File: config.mk
export PLATFORM = sky130hd
export DESIGN_NAME = zone_mean_seq
export DESIGN_NICKNAME = d
export VERILOG_FILES = /design/src/rtl/zone_mean_pkg.sv /design/src/rtl/zone_mean_div.sv /design/src/rtl/zone_mean_seq.sv
export SDC_FILE = /design/constraint.sdc
export NUM_CORES = 2
export LEC_CHECK = 0
export ABC_AREA = 1
export CAP_MARGIN = 20
export CORE_ASPECT_RATIO = 1.4
export CORE_MARGIN = 2
export CORE_UTILIZATION = 25
export DETAILED_ROUTE_END_ITERATION = 10
export GPL_TIMING_DRIVEN = 0
export HOLD_SLACK_MARGIN = 0.05
export PLACE_DENSITY = 0.52
export SLEW_MARGIN = 15
export SYNTH_ARGS = -nofsm -noshare
export SYNTH_HDL_FRONTEND = slang
export SYNTH_SLANG_ARGS = --single-unit
File: constraint.sdc
create_clock -name clk -period 10.4 [get_ports clk]
set_input_delay 1.56 -clock clk [delete_from_list [all_inputs] [get_ports clk]]
set_output_delay 1.56 -clock clk [all_outputs]
set_load 0.005 [all_outputs]
File: src/rtl/zone_mean_pkg.sv
// Shared types and default sizing for the zone mean sequencer and its divider lanes.
// No logic here; latency and backpressure are defined by the modules that import it.
// Build option ZONE_MEAN_ROUND_EN is consumed by zone_mean_div.
package zone_mean_pkg;

    typedef enum logic [1:0] {
        IDLE   = 2'd0,
        RUN    = 2'd1,
        DRAIN  = 2'd2,
        COMMIT = 2'd3
    } zm_state_t;

    localparam int ZM_ZONES   = 16;
    localparam int ZM_SUM_W   = 17;
    localparam int ZM_MEAN_W  = 4;
    localparam int ZM_RECIP_W = 8;
    localparam int ZM_RSHIFT  = 16;

    // With RSHIFT=16 this approximates sum/7282.
    localparam int RECIP_DEFAULT = 9;

endpackage

File: src/rtl/zone_mean_div.sv
// One channel of the mean divider: registered sum*recip, then shift/round/saturate.
// Latency: one register (product); mean_o is combinational from that register.
// No backpressure: en_i loads a new product every cycle it is high. Rounding via ZONE_MEAN_ROUND_EN.
module zone_mean_div #(
    parameter int SUM_W   = 17,
    parameter int RECIP_W = 8,
    parameter int RSHIFT  = 16,
    parameter int MEAN_W  = 4
) (
    input  logic               clk,
    input  logic               rst_n,
    input  logic               en_i,
    input  logic [SUM_W-1:0]   sum_i,
    input  logic [RECIP_W-1:0] recip_i,
    output logic [MEAN_W-1:0]  mean_o
);

    localparam int PW = SUM_W + RECIP_W;
    localparam logic [PW:0] MAXV = (PW+1)'((1 << MEAN_W) - 1);

    logic [PW-1:0] r_prod;
    logic [PW:0]   w_biased;
    logic [PW:0]   w_q;

    always_ff @(posedge clk or negedge rst_n) begin
        if (!rst_n) begin
            r_prod <= '0;
        end else if (en_i) begin
            r_prod <= PW'(sum_i) * PW'(recip_i);
        end
    end

    // One extra bit of headroom so the rounding bias can never wrap.
`ifdef ZONE_MEAN_ROUND_EN
    assign w_biased = {1'b0, r_prod} + ((PW+1)'(1) << (RSHIFT - 1));
`else
    assign w_biased = {1'b0, r_prod};
`endif

    assign w_q    = w_biased >> RSHIFT;
    assign mean_o = (w_q > MAXV) ? {MEAN_W{1'b1}} : w_q[MEAN_W-1:0];

endmodule

File: src/rtl/zone_mean_seq.sv
// Snapshots per-zone RGB sums on start, divides one zone per cycle, commits all means at once.
// Latency: done_o follows the accepted start edge by ZONES+2 edges; one frame per ZONES+3 cycles.
// No queuing: start_i while busy is discarded and flagged on drop_o. Rounding via ZONE_MEAN_ROUND_EN.
module zone_mean_seq
    import zone_mean_pkg::*;
#(
    parameter int ZONES   = ZM_ZONES,
    parameter int SUM_W   = ZM_SUM_W,
    parameter int MEAN_W  = ZM_MEAN_W,
    parameter int RECIP_W = ZM_RECIP_W,
    parameter int RSHIFT  = ZM_RSHIFT
) (
    input  logic               clk,
    input  logic               rst_n,
    input  logic               start_i,
    input  logic [RECIP_W-1:0] recip_i,
    input  logic [SUM_W-1:0]   SumR  [ZONES],
    input  logic [SUM_W-1:0]   SumG  [ZONES],
    input  logic [SUM_W-1:0]   SumB  [ZONES],
    output logic [MEAN_W-1:0]  MeanR [ZONES],
    output logic [MEAN_W-1:0]  MeanG [ZONES],
    output logic [MEAN_W-1:0]  MeanB [ZONES],
    output logic               busy_o,
    output logic               done_o,
    output logic               drop_o
);

    localparam int IDX_W = (ZONES > 1) ? $clog2(ZONES) : 1;
    localparam logic [IDX_W-1:0] LAST_IDX = IDX_W'(ZONES - 1);

    zm_state_t          r_state;
    logic [IDX_W-1:0]   r_idx;
    logic [IDX_W-1:0]   r_idx1;
    logic               r_vld1;
    logic               r_busy;
    logic               r_done;
    logic               r_drop;
    logic [RECIP_W-1:0] r_recip;
    logic [SUM_W-1:0]   r_snap_r   [ZONES];
    logic [SUM_W-1:0]   r_snap_g   [ZONES];
    logic [SUM_W-1:0]   r_snap_b   [ZONES];
    logic [MEAN_W-1:0]  r_shadow_r [ZONES];
    logic [MEAN_W-1:0]  r_shadow_g [ZONES];
    logic [MEAN_W-1:0]  r_shadow_b [ZONES];
    logic [MEAN_W-1:0]  r_mean_r   [ZONES];
    logic [MEAN_W-1:0]  r_mean_g   [ZONES];
    logic [MEAN_W-1:0]  r_mean_b   [ZONES];

    logic               w_issue;
    logic [MEAN_W-1:0]  w_mean_r;
    logic [MEAN_W-1:0]  w_mean_g;
    logic [MEAN_W-1:0]  w_mean_b;

    assign w_issue = (r_state == RUN);

    always_ff @(posedge clk or negedge rst_n) begin
        if (!rst_n) begin
            r_state <= IDLE;
            r_idx   <= '0;
            r_busy  <= 1'b0;
            r_done  <= 1'b0;
            r_drop  <= 1'b0;
            r_recip <= '0;
            for (int z = 0; z < ZONES; z++) begin
                r_snap_r[z] <= '0;
                r_snap_g[z] <= '0;
                r_snap_b[z] <= '0;
                r_mean_r[z] <= '0;
                r_mean_g[z] <= '0;
                r_mean_b[z] <= '0;
            end
        end else begin
            r_done <= 1'b0;
            r_drop <= 1'b0;
            case (r_state)
                IDLE: begin
                    if (start_i) begin
                        for (int z = 0; z < ZONES; z++) begin
                            r_snap_r[z] <= SumR[z];
                            r_snap_g[z] <= SumG[z];
                            r_snap_b[z] <= SumB[z];
                        end
                        r_recip <= recip_i;
                        r_idx   <= '0;
                        r_busy  <= 1'b1;
                        r_state <= RUN;
                    end
                end
                RUN: begin
                    r_drop <= start_i;
                    if (r_idx == LAST_IDX) begin
                        r_idx   <= '0;
                        r_state <= DRAIN;
                    end else begin
                        r_idx <= r_idx + 1'b1;
                    end
                end
                DRAIN: begin
                    r_drop  <= start_i;
                    r_state <= COMMIT;
                end
                COMMIT: begin
                    r_drop <= start_i;
                    for (int z = 0; z < ZONES; z++) begin
                        r_mean_r[z] <= r_shadow_r[z];
                        r_mean_g[z] <= r_shadow_g[z];
                        r_mean_b[z] <= r_shadow_b[z];
                    end
                    r_done  <= 1'b1;
                    r_busy  <= 1'b0;
                    r_state <= IDLE;
                end
                default: r_state <= IDLE;
            endcase
        end
    end

    // The zone index travels alongside the product so stage 2 knows where to write.
    always_ff @(posedge clk or negedge rst_n) begin
        if (!rst_n) begin
            r_vld1 <= 1'b0;
            r_idx1 <= '0;
            for (int z = 0; z < ZONES; z++) begin
                r_shadow_r[z] <= '0;
                r_shadow_g[z] <= '0;
                r_shadow_b[z] <= '0;
            end
        end else begin
            r_vld1 <= w_issue;
            r_idx1 <= r_idx;
            if (r_vld1) begin
                r_shadow_r[r_idx1] <= w_mean_r;
                r_shadow_g[r_idx1] <= w_mean_g;
                r_shadow_b[r_idx1] <= w_mean_b;
            end
        end
    end

    zone_mean_div #(.SUM_W(SUM_W), .RECIP_W(RECIP_W), .RSHIFT(RSHIFT), .MEAN_W(MEAN_W)) u_div_r (
        .clk     (clk),
        .rst_n   (rst_n),
        .en_i    (w_issue),
        .sum_i   (r_snap_r[r_idx]),
        .recip_i (r_recip),
        .mean_o  (w_mean_r)
    );

    zone_mean_div #(.SUM_W(SUM_W), .RECIP_W(RECIP_W), .RSHIFT(RSHIFT), .MEAN_W(MEAN_W)) u_div_g (
        .clk     (clk),
        .rst_n   (rst_n),
        .en_i    (w_issue),
        .sum_i   (r_snap_g[r_idx]),
        .recip_i (r_recip),
        .mean_o  (w_mean_g)
    );

    zone_mean_div #(.SUM_W(SUM_W), .RECIP_W(RECIP_W), .RSHIFT(RSHIFT), .MEAN_W(MEAN_W)) u_div_b (
        .clk     (clk),
        .rst_n   (rst_n),
        .en_i    (w_issue),
        .sum_i   (r_snap_b[r_idx]),
        .recip_i (r_recip),
        .mean_o  (w_mean_b)
    );

    assign MeanR  = r_mean_r;
    assign MeanG  = r_mean_g;
    assign MeanB  = r_mean_b;
    assign busy_o = r_busy;
    assign done_o = r_done;
    assign drop_o = r_drop;

endmodule

After elaboration in Yosys (flattened, before gate mapping). Index checks and enable logic that the tools add are counted.

$add $sub $neg: 1. Multipliers: 3. Div/mod/pow operators: 0. Order comparisons: 6. Equality and inequality tests: 6. Shifts and indexed selects: 0. Mux-type cells: 27. Bitwise logic cells: 2. Reductions and logical operators: 9.

Operator list (number): 17-bit binary-select mux with 4-bit select (3); 64-bit bitwise mux (3); 17-bit 2-to-1 mux (6); 17-bit by 8-bit multiplier with 25-bit output (3); 9-bit by 4-bit greater-than comparator with 1-bit output, second input constant (3); 4-bit 2-to-1 mux (6); 4-bit demux with 4-bit select (1); 5-bit >= comparator, second input constant (2); 4-bit NOT with 5-bit output (2); 2-bit one-hot mux with 4 select lines (1); 4-bit one-hot mux with 2 select lines (1); 2-bit AND reduction (4); 5-bit by 1-bit less-than comparator with 1-bit output, second input constant (1); 4-bit by 1-bit adder with 4-bit output, second input constant (1); 2-bit equality test, second input constant (2); 4-bit equality test, second input constant (1); 2-bit 2-to-1 mux (2); 2-bit nonzero test (2); 1-bit 2-to-1 mux (3); 3-bit OR reduction (1); 2-bit by 1-bit equality test with 1-bit output, second input constant (1); 2-bit zero test (1); 2-bit by 1-bit != test with 1-bit output, second input constant (1); 2-bit != test, second input constant (1); other kinds (2) (2).

Register bits after elaboration: 1297. Latch bits: 0. RAM bits: 0. Memory bits (read-only): 0. Input port bits: 827. Output and inout bits: 195. Word-level logic and storage cells: 209. Memories: 0.

Logic depth before layout (Yosys ltp).
Depth in word-level cells: 6. Mapped depth: 33. Gate-level depth less buffers: 30.

Hierarchy. Synthesis repeated with hierarchy kept, for this count alone.

Cell total of the unflattened synthesis: 8958. Area total of the unflattened synthesis: 68674.6 um^2.

By module, submodules not included: zone_mean_seq (instances 1, cells an instance 6763, area each 53895.4 um^2, sequential area each 30579.3 um^2); zone_mean_div at u_div_g (instances 1, cells an instance 731, area each 4933.5 um^2, sequential area each 225.2 um^2); zone_mean_div at u_div_r (instances 1, cells an instance 735, area each 4931.0 um^2, sequential area each 225.2 um^2); zone_mean_div at u_div_b (instances 1, cells an instance 729, area each 4914.7 um^2, sequential area each 225.2 um^2).

Worst setup path after synthesis. Ideal clock, no wire load.

Kind: register to register. Start point: register r_idx[0]. End point: register u_div_g.r_prod[20]. Arrival time: 5.410 ns. Data required time: 10.283 ns. Path slack: 4.873 ns. Stages on the path, launching flop included: 31. Buffers on the path: 6. Period minus slack after synthesis: 5.527 ns. Cell sequence: dfrtp_1 buf_6 buf_6 buf_6 buf_4 buf_4 buf_2 nor2_1 o22ai_1 o211ai_1 nand2_1 inv_2 nor2_1 fa_1 inv_1 fa_1 inv_1 fa_1 inv_1 fa_1 inv_1 ha_1 a21oi_1 inv_1 nor2_1 nor2_1 a2111oi_0 o21ai_0 or2_2 nand3_1 nand2_1.

Longest elaborated chain between the ends: 5.

Ends and longest elaborated chain: from (decl) (line zone_mean_seq.sv:32) `logic [IDX_W-1:0] r_idx;`; from (signal assigned) (line zone_mean_seq.sv:95) `r_idx <= r_idx + 1'b1;`; 4-bit NOT with 5-bit output (implied by the code) (line zone_mean_seq.sv:152) `.sum_i (r_snap_g[r_idx]),`; 17-bit binary-select mux with 4-bit select (line zone_mean_seq.sv:152); 17-bit 2-to-1 mux (implied by the code) (2 in series) (line zone_mean_seq.sv:152); 17-bit by 8-bit multiplier with 25-bit output (line zone_mean_div.sv:29) `r_prod <= PW'(sum_i) * PW'(recip_i);`; to (signal assigned) (line zone_mean_div.sv:29); to (decl) (line zone_mean_div.sv:21) `logic [PW-1:0] r_prod;`.

Every way passes these cells. The select of a mux whose other input is x is not followed. A chain may end at the register's enable or synchronous reset.

Worst setup path in the final report.
Start point: register r_idx[1]. End point: register u_div_r.r_prod[20].

Longest elaborated chain between the ends: 5.

Ends and longest elaborated chain: 4-bit NOT with 5-bit output (implied by the code) (line zone_mean_seq.sv:143) `.sum_i (r_snap_r[r_idx]),`; 17-bit binary-select mux with 4-bit select (line zone_mean_seq.sv:143); 17-bit 2-to-1 mux (implied by the code) (2 in series) (line zone_mean_seq.sv:143); 17-bit by 8-bit multiplier with 25-bit output (line zone_mean_div.sv:29); to (signal assigned) (line zone_mean_div.sv:29); to (decl) (line zone_mean_div.sv:21).

Every way passes these cells. The select of a mux whose other input is x is not followed.

==> metrics <==
status finished, final reports clean; Routed WL 402000 um; Post-CTS Setup Repair Bufs 0; clock sinks 1249; Starting Density 25.2%; num rows 222; Resized Gates After CTS 0; Ports 1022; TritonCTS buffer count 146; FF+latch count, synth 1249; worst-margin pin slew 1.39 ns; die footprint 267000 sq um; Setup Viol. Count Final 0; max-slew violations 0; Clock Latency Late Sink 0.86 ns; syn_area_per_cell 8.01 sq um; final non-filler cell area 85700 sq um; post-layout min period 8.80 ns; Overall Global Routing Usage 29.6%; CTS Buffer Depth 4; synth cell count leaders nand2_1 (3107), dfrtp_1 (1249), o21ai_0 (880); Post-Syn Area 65700 sq um; Max-cap violations 0; CTS tree done; clk root buf clkbuf_16; Synth Instances 8211; type of the worst setup path register to register; die width 437 um; layout cell share with drive strength beyond 1 4.37%; Req. time, crit path 11.07 ns; pin count of the biggest net entering global routing 152; Most used DFF post-synth dfrtp_1; Hold Slack 0.476 ns; Yosys cell types 44; worst min-delay path category register to register; Die Ht 611 um; Area growth syn-to-layout 30.4%; area of the core 261000 sq um; Syn Nets 9436; number of port buffers 1021; vias in the first global route 66200; largest area contributor in the netlist dfrtp_1; area post-placement 80900 sq um; Slew headroom 7.57%; crit-path max FO 10; Layout Skew 0.0914 ns; startpoint types register; reg2reg start r_idx[1]; grt ovf 0; GP Congestion 1.05; antenna-violating nets left 0; DPL Wire Length 321000 um; largest cells by area after synthesis dfrtp_1 (48%), nand2_1 (18%), fa_1 (8.1%); nature of the critical path endpoint register; Post-synth EDFFs 0; maximum clock rate 114 MHz; post-synthesis sequential area ratio 47.5%; crit-path cells buf_2 -> clkbuf_1 -> o21ai_1 -> o22ai_1 -> o211ai_1 -> nand2_1 -> inv_2 -> nor2_1 -> fa_1 -> fa_1 -> fa_1 -> inv_1 -> fa_1 -> inv_1 -> ha_1 -> a21oi_1 -> o21ai_0 -> a2111oi_0 -> o21ai_0 -> or2_2 -> nand3_1 -> o21ai_0; post-synth top area share 47.5%; min-delay src r_snap_g[46]; CP max stage cell o22ai_1; Hold-fix buffers, CTS 0; first-pass GRT wire length 542000 um; per-cell routed wire length 30.9 um; cell with the most instances after synthesis nand2_1; Hold Vio Cnt, Final 0; fillers 27800; fin crit share 84.6%; Iter 0 DRT Violations 7144; Post-synth ARST share 100%; crit path DAT 9.47 ns; R2R Setup Slk 1.60 ns; Max stage delay on crit path 1.13 ns; Most common cell on crit path fa_1; RSZ-0062 raised after global routing false; DR DRC count 0; first-pass detailed-route iteration total 6; NumNets Final 10600; clock slew at reported path FFs 0.07 ns; Ys Warns 0; initial antenna violation count 62; final setup TNS 0 ns; H-Tree Depth 4; Setup crit start r_idx[1]; vias 66200; Vias/cell 5.08
[critical path: cells and delay by family (launching register included)]
kind,cells,cell delay [ns]
and+or+nand+nor,4,0.73
buffers and inverters,5,1.62
DFF,1,0.60
AOI/OAI and AO/OA,8,3.42
adders and majority gates,5,2.25
[per-layer routing]
layer | track usage, % | share of wire (%) | up-vias
li1 | - | - | 28200
met4 | 30.0 | 12 | 24
met5 | 0 | 0.039 | -
met3 | 6.53 | 8.0 | 1326
met1 | 31.7 | 34 | 32400
met2 | 47.3 | 45 | 4229
[registers in the layout, indices dropped and copies added (netlist names), 64 cells and up]
name        count
r_shadow_r     64
MeanG          64
r_snap_b      272
r_shadow_b     64
r_snap_g      272
r_shadow_g     64
MeanB          64
r_snap_r      272
MeanR          64
[path summary, 6_finish.rpt]
check | to | depth (start not counted)
max in group asynchronous | r_snap_b[2] | 6
min in group asynchronous | MeanG[45] | 2
worst max register to register | u_div_r.r_prod[20] | 22
worst min-delay path | r_snap_g[46] | 2
worst min register to register | r_snap_g[46] | 2
worst max-delay path | u_div_r.r_prod[20] | 22
[area by class of cell]
type                       count  area [sq um]  area share, %
clock inverter                38           322          0.375
multi-input combinational   5771         29900           34.9
antenna                       40           100          0.117
inverter                     708          2660           3.10
buffer                       483          2000           2.34
timing repair buffer        1057         10900           12.7
tap                         3472          4340           5.07
clock buffer                 207          4280           4.99
sequential                  1249         31300           36.5
[kinds of logic (layout without fill, tap and decap cells)]
group                      after synthesis  count (layout)  synth area share, %
and+or+nand+nor                       4125            4125                 24.1
adders and majority gates              398             398                 10.6
AOI/OAI and AO/OA                     1243            1243                 10.7
other                                    0              40                    0
xor gates and xnor gates                 5               5               0.0666
buffers and inverters                 1191            2493                 6.99
DFF                                   1249            1249                 47.5
[through the flow]
stage,setup slack (ns),std cells,util [%]
2_1_floorplan,4.87,8211,-
3_3_place_gp,-51.13,12700,30.7
3_5_place_dp,2.01,12700,31.0
4_1_cts,1.96,13000,32.7
5_1_grt,1.45,13000,32.8
6_report,1.60,13000,32.8
[layout by cell type, fill, tap and decap left out, drive strengths merged, types with 9 or more instances in the layout]
| cell | instances |
|---|---|
| a21oi | 78 |
| a31oi | 9 |
| buf | 93 |
| clkbuf | 634 |
| clkdlybuf4s50 | 1020 |
| clkinv | 25 |
| dfrtp | 1249 |
| diode | 40 |
| fa | 267 |
| ha | 131 |
| inv | 713 |
| nand2 | 3109 |
| nand3 | 160 |
| nand4 | 16 |
| nor2 | 794 |
| nor3 | 24 |
| o211ai | 49 |
| o21ai | 892 |
| o221ai | 132 |
| o22ai | 50 |
| or2 | 10 |
Power is left out: the tool's default activity adds up to more than one toggle a clock period on the data nets, which glitch-free logic cannot reach.
